### src/rtl/pwm_from_count.sv
// PWM generator slaved to an upstream down counter: locks onto the 0 -> max wrap,
// then compares the count against a duty threshold that only changes at a wrap.
module pwm_from_count #(
    parameter int N = 4
) (
    input  logic         clk,
    input  logic         reset,
    input  logic         en,
    input  logic [N-1:0] count,
    input  logic [N-1:0] duty_data,
    input  logic         duty_valid,
    output logic         duty_ready,
    output logic         update_ack,
    output logic         pwm_out,
    output logic         period_tick,
    output logic [7:0]   period_cnt,
    output logic [1:0]   fsm_state
);

    // Encoding is visible on fsm_state: IDLE=0, SYNC=1, RUN=2.
    typedef enum logic [1:0] {
        IDLE = 2'd0,
        SYNC = 2'd1,
        RUN  = 2'd2
    } state_t;

    localparam logic [N-1:0] COUNT_MAX = '1;

    state_t       state;
    state_t       state_next;
    logic [N-1:0] prev_count;
    logic         prev_valid;
    logic         pending;
    logic [N-1:0] pend_duty;
    logic [N-1:0] active_duty;
    logic [N-1:0] eff_duty;
    logic         wrap;
    logic         synced;
    logic         apply;

    // Duty handshake: a value transfers on a cycle where duty_valid and
    // duty_ready are both high; duty_ready is low while a value is pending.
    assign duty_ready = !pending;
    assign fsm_state  = state;

    assign wrap     = en && prev_valid && (prev_count == '0) && (count == COUNT_MAX);
    assign synced   = (state == SYNC) || (state == RUN);
    assign apply    = wrap && pending && synced;
    // The compare in the wrap cycle already uses the duty that takes effect there.
    assign eff_duty = (wrap && pending) ? pend_duty : active_duty;

    always_comb begin
        state_next = state;
        if (!en) begin
            state_next = IDLE;
        end else begin
            case (state)
                IDLE:    state_next = SYNC;
                SYNC:    state_next = wrap ? RUN : SYNC;
                RUN:     state_next = RUN;
                default: state_next = IDLE;
            endcase
        end
    end

    always_ff @(posedge clk or posedge reset) begin
        if (reset) begin
            state       <= IDLE;
            prev_count  <= '0;
            prev_valid  <= 1'b0;
            pending     <= 1'b0;
            pend_duty   <= '0;
            active_duty <= '0;
            pwm_out     <= 1'b0;
            update_ack  <= 1'b0;
            period_tick <= 1'b0;
            period_cnt  <= 8'd0;
        end else begin
            state      <= state_next;
            prev_count <= count;
            prev_valid <= en;

            // Acceptance and application are exclusive: accept needs pending=0.
            if (duty_valid && !pending) begin
                pend_duty <= duty_data;
                pending   <= 1'b1;
            end else if (apply) begin
                active_duty <= pend_duty;
                pending     <= 1'b0;
            end

            update_ack  <= apply;
            period_tick <= wrap && synced;
            if (wrap && (state == RUN)) begin
                period_cnt <= period_cnt + 8'd1;
            end
            pwm_out <= (state_next == RUN) && (count < eff_duty);
        end
    end

endmodule

### config.mk
export PLATFORM = sky130hd
export DESIGN_NAME = pwm_from_count
export DESIGN_NICKNAME = d
export VERILOG_FILES = /design/src/rtl/pwm_from_count.sv
export SDC_FILE = /design/constraint.sdc
export NUM_CORES = 1
export LEC_CHECK = 0
export ABC_AREA = 1
export BUFFER_PORTS_ARGS = -buffer_cell sky130_fd_sc_hd__buf_2
export CAP_MARGIN = 20
export CORE_MARGIN = 2
export CORE_UTILIZATION = 53
export DETAILED_ROUTE_END_ITERATION = 7
export HOLD_SLACK_MARGIN = 0.1
export PLACE_DENSITY = 0.77
export SETUP_SLACK_MARGIN = 0.05
export SLEW_MARGIN = 20
export SYNTH_ARGS = -nofsm -noshare
export SYNTH_HDL_FRONTEND = slang
export SYNTH_SLANG_ARGS = --single-unit
### constraint.sdc
create_clock -name clk -period 2.35 [get_ports clk]
set_input_delay 0 -clock clk [delete_from_list [all_inputs] [get_ports clk]]
set_output_delay 0 -clock clk [all_outputs]
set_load 0.05 [all_outputs]
==> flow_metrics.env <==
export IMPL_synth_top_family_by_area="simple AND/OR/NAND/NOR gates"
export IMPL_post_place_cells=181
export IMPL_ff_latch_area_um2=676
export IMPL_cts_root_buf="clkbuf_4"
export IMPL_drt_pass1_iterations=4
export IMPL_portBuffers=25
export IMPL_reg2reg_depth=11
export IMPL_layout_commonest_cell="dfrtp_1"
export IMPL_cellPowerDensity_mw_per_mm2=470
export IMPL_syn_nets=146
export IMPL_cts_sinks=27
export IMPL_synth_compound_area_share=0.0578
export IMPL_cts_buffers=3
export IMPL_synth_area_top_cells="dfrtp_1 (51%), ha_1 (7.6%), inv_1 (6.5%), nand2_1 (6.3%), mux2_2 (4.3%)"
export IMPL_path_max_fanout=6
export IMPL_arrival_ns=2.10
export IMPL_syn_area_mm2=0.00132
export IMPL_seq_area_frac_synth=0.512
export IMPL_clk_pin_slew_ns=0.14
export IMPL_die_area_mm2=0.00291
export IMPL_grt_pass1_vias=912
export IMPL_synth_largest_area_cell="dfrtp_1"
export IMPL_netlist_cell_type_count=27
export IMPL_vdd_ir_drop_worst_uv=352
export IMPL_ys_warnings_count=0
export IMPL_cts_htree_levels=1
export IMPL_wl_per_cell_um=11.9
export IMPL_cts_tree="yes"
export IMPL_clk_latency_ns=0.32
export IMPL_post_cts_resized=0
export IMPL_min_period_ns=1.84
export IMPL_die_w_um=53.9
export IMPL_fin_setup_tns_ns=0
export IMPL_overflow=0
export IMPL_routed_via_density=4.92
export IMPL_rsz0062_at_grt="no"
export IMPL_antenna_found_initial=0
export IMPL_track_usage=0.190
export IMPL_drt_initial_drc_count=12
export IMPL_total_power_uw=761
export IMPL_drc=0
export IMPL_mostFrequentLayoutCells="dfrtp_1 (27), buf_2 (25), inv_1 (22), nand2_1 (22), dlygate4sd3_1 (11)"
export IMPL_max_slew_worst_pin_slew_ns=0.557
export IMPL_wirelength_um=2330
export IMPL_multi_input_area_um2=554
export IMPL_die_y_um=53.9
export IMPL_grt_max_degree=28
export IMPL_hpwlAfterDp_um=1760
export IMPL_rows=18
export IMPL_muxShareOfSynthArea=0.0427
export IMPL_path_cells="inv_1, nand2_1, nor2_4, nand4_1, inv_1, nand2_1, o21a_1, ha_1, a21oi_1, nand3_1, a21oi_1"
export IMPL_syn_area_per_cell_um2=10.5
export IMPL_yosys_area_share_simple=0.204
export IMPL_synthAdderAreaFrac=0.0758
export IMPL_nNetsFinal=187
export IMPL_core_mm2=0.00241
export IMPL_slew_headroom=0.628
export IMPL_r2r_setup_slack_ns=0.51
export IMPL_drive_above_1_share=0.271
export IMPL_status="complete, no violations"
export IMPL_cp_top_family="simple AND/OR/NAND/NOR gates"
export IMPL_fin_cells=196
export IMPL_ant_nets=0
export IMPL_grt_pass1_wl_um=3960
export IMPL_syn_inst=126
export IMPL_holdCritPathClass="input pin to asynchronous set/reset pin"
export IMPL_cp_end_kind="flip-flop"
export IMPL_post_cts_setup_buffers=0
export IMPL_fin_crit_sh=0.784
export IMPL_start_util=0.548
export IMPL_slew_viol_final=0
export IMPL_place_gp_congestion=0.755
export IMPL_fillers=182
export IMPL_worstSetupStartpointType="flip-flop"
export IMPL_critPathKind="flip-flop to flip-flop"
export IMPL_ys_ff_latch=27
export IMPL_power_leakage_nw=0.913
export IMPL_synthToLayoutAreaGrowth_pct=22.7
export IMPL_fin_skew_ns=0.00317
export IMPL_num_antenna_cells=0
export IMPL_max_freq_mhz=543
export IMPL_cpPeakStageDelay_ns=0.41
export IMPL_maxCapViolCount=0
export IMPL_clockBufferDepth=2
export IMPL_finalHoldViolations=0
export IMPL_r2r_start="prev_count[2]$_DFF_PP0_"
export IMPL_crit_slowest_cell="dfrtp_1"
export IMPL_final_cell_area_mm2=0.00162
export IMPL_critPathBufInv=2
export IMPL_ios=26
export IMPL_synth_xor_area_share=0.0398
export IMPL_vias=965
export IMPL_synth_top_area_share=0.512
export IMPL_required_ns=2.61
export IMPL_reg2reg_to="pwm_out$_DFF_PP0_"
export IMPL_finalSetupViolations=0
export IMPL_placed_area_mm2=0.00148
==> metrics by stage <==
stage | hold slack (ns) | util | setup WS, ns
3_5_place_dp | 0.134 | 0.615 | 0.533
5_1_grt | 0.321 | 0.672 | 0.304
4_1_cts | 0.343 | 0.672 | 0.495
6_report | 0.252 | 0.672 | 0.508
3_3_place_gp | 0.137 | 0.615 | 0.610
2_1_floorplan | 0.0314 | - | 0.667
==> flip-flops by register name (all words and copies together), names as in the netlist <==
signal and count:
active_duty 4, fsm_state 2, pwm_out 1, period_tick 1
prev_count 4, update_ack 1, pend_duty 4, pending 1
prev_valid 1, period_cnt 8
==> logic make-up (layout without fill, tap and decap cells) <==
logic type | after synthesis | after routing
and+or+nand+nor | 43 | 43
adders and majority gates | 8 | 8
DFF | 27 | 27
xor gates and xnor gates | 6 | 6
buffers and inverters | 24 | 64
muxes | 5 | 5
AOI/OAI and AO/OA | 13 | 13
==> synthesized netlist by cell type (all sizes together) <==
master and n:
a21oi 4, and3 1, dfrtp 27, ha 8, inv 24, mux2 5
nand2 23, nand3 2, nand4 5, nor2 8, nor3 2, nor4 1
o21a 3, o21ai 3, o22ai 3, or2 1, xnor2 4, xor2 2
==> worst max path at each step <==
stage,slack (ns),depth (start not counted),end,start
finish,0.51,11,pwm_out$_DFF_PP0_,prev_count[2]$_DFF_PP0_
global route,0.30,11,pwm_out$_DFF_PP0_,prev_count[2]$_DFF_PP0_
CTS,0.50,11,pwm_out$_DFF_PP0_,prev_count[2]$_DFF_PP0_
detailed placement,0.53,11,pwm_out$_DFF_PP0_,prev_count[2]$_DFF_PP0_
global placement,0.61,11,pwm_out$_DFF_PP0_,prev_count[1]$_DFF_PP0_
floorplan,0.67,7,active_duty[0]$_DFFE_PP0P_,fsm_state[1]$_DFF_PP0_
==> per-layer routing <==
metal,track usage,vias to the layer above,wire [um]
met3,0.0250,4,75
met4,0.0641,0,37
met1,0.246,454,1030
li1,-,486,-
met5,0,-,0
met2,0.327,21,1190
==> where the power goes <==
part	total (mW)	switching [mW]	leakage, nW	internal, mW
sequential	0.486	0.00810	0.335	0.478
combinational	0.0776	0.0429	0.563	0.0347
clock	0.198	0.132	0.0150	0.0665
total	0.761	0.183	0.913	0.579
==> worst register-to-register path, cell delays in order (launching register included) <==
cell,delay [ns]
dfrtp_1,0.41
inv_1,0.06
nand2_1,0.08
nor2_4,0.13
nand4_1,0.12
inv_1,0.17
nand2_1,0.09
o21a_1,0.11
ha_1,0.28
a21oi_1,0.15
nand3_1,0.08
a21oi_1,0.12
==> layout make-up <==
class,instances,share of cell area
Clock buffer,4,0.0162
Inverter,24,0.0556
Multi-Input combinational cell,75,0.342
Sequential cell,27,0.417
Tap cell,30,0.0232
Timing Repair Buffer,36,0.145
==> repair_timing <==
item / in CTS / in global routing
hold buffers: 11 / 0
hold endpoints to repair: 41 / 0
setup endpoints to repair: 0 / 0
Note: power is estimated with default switching activity, not from simulation.
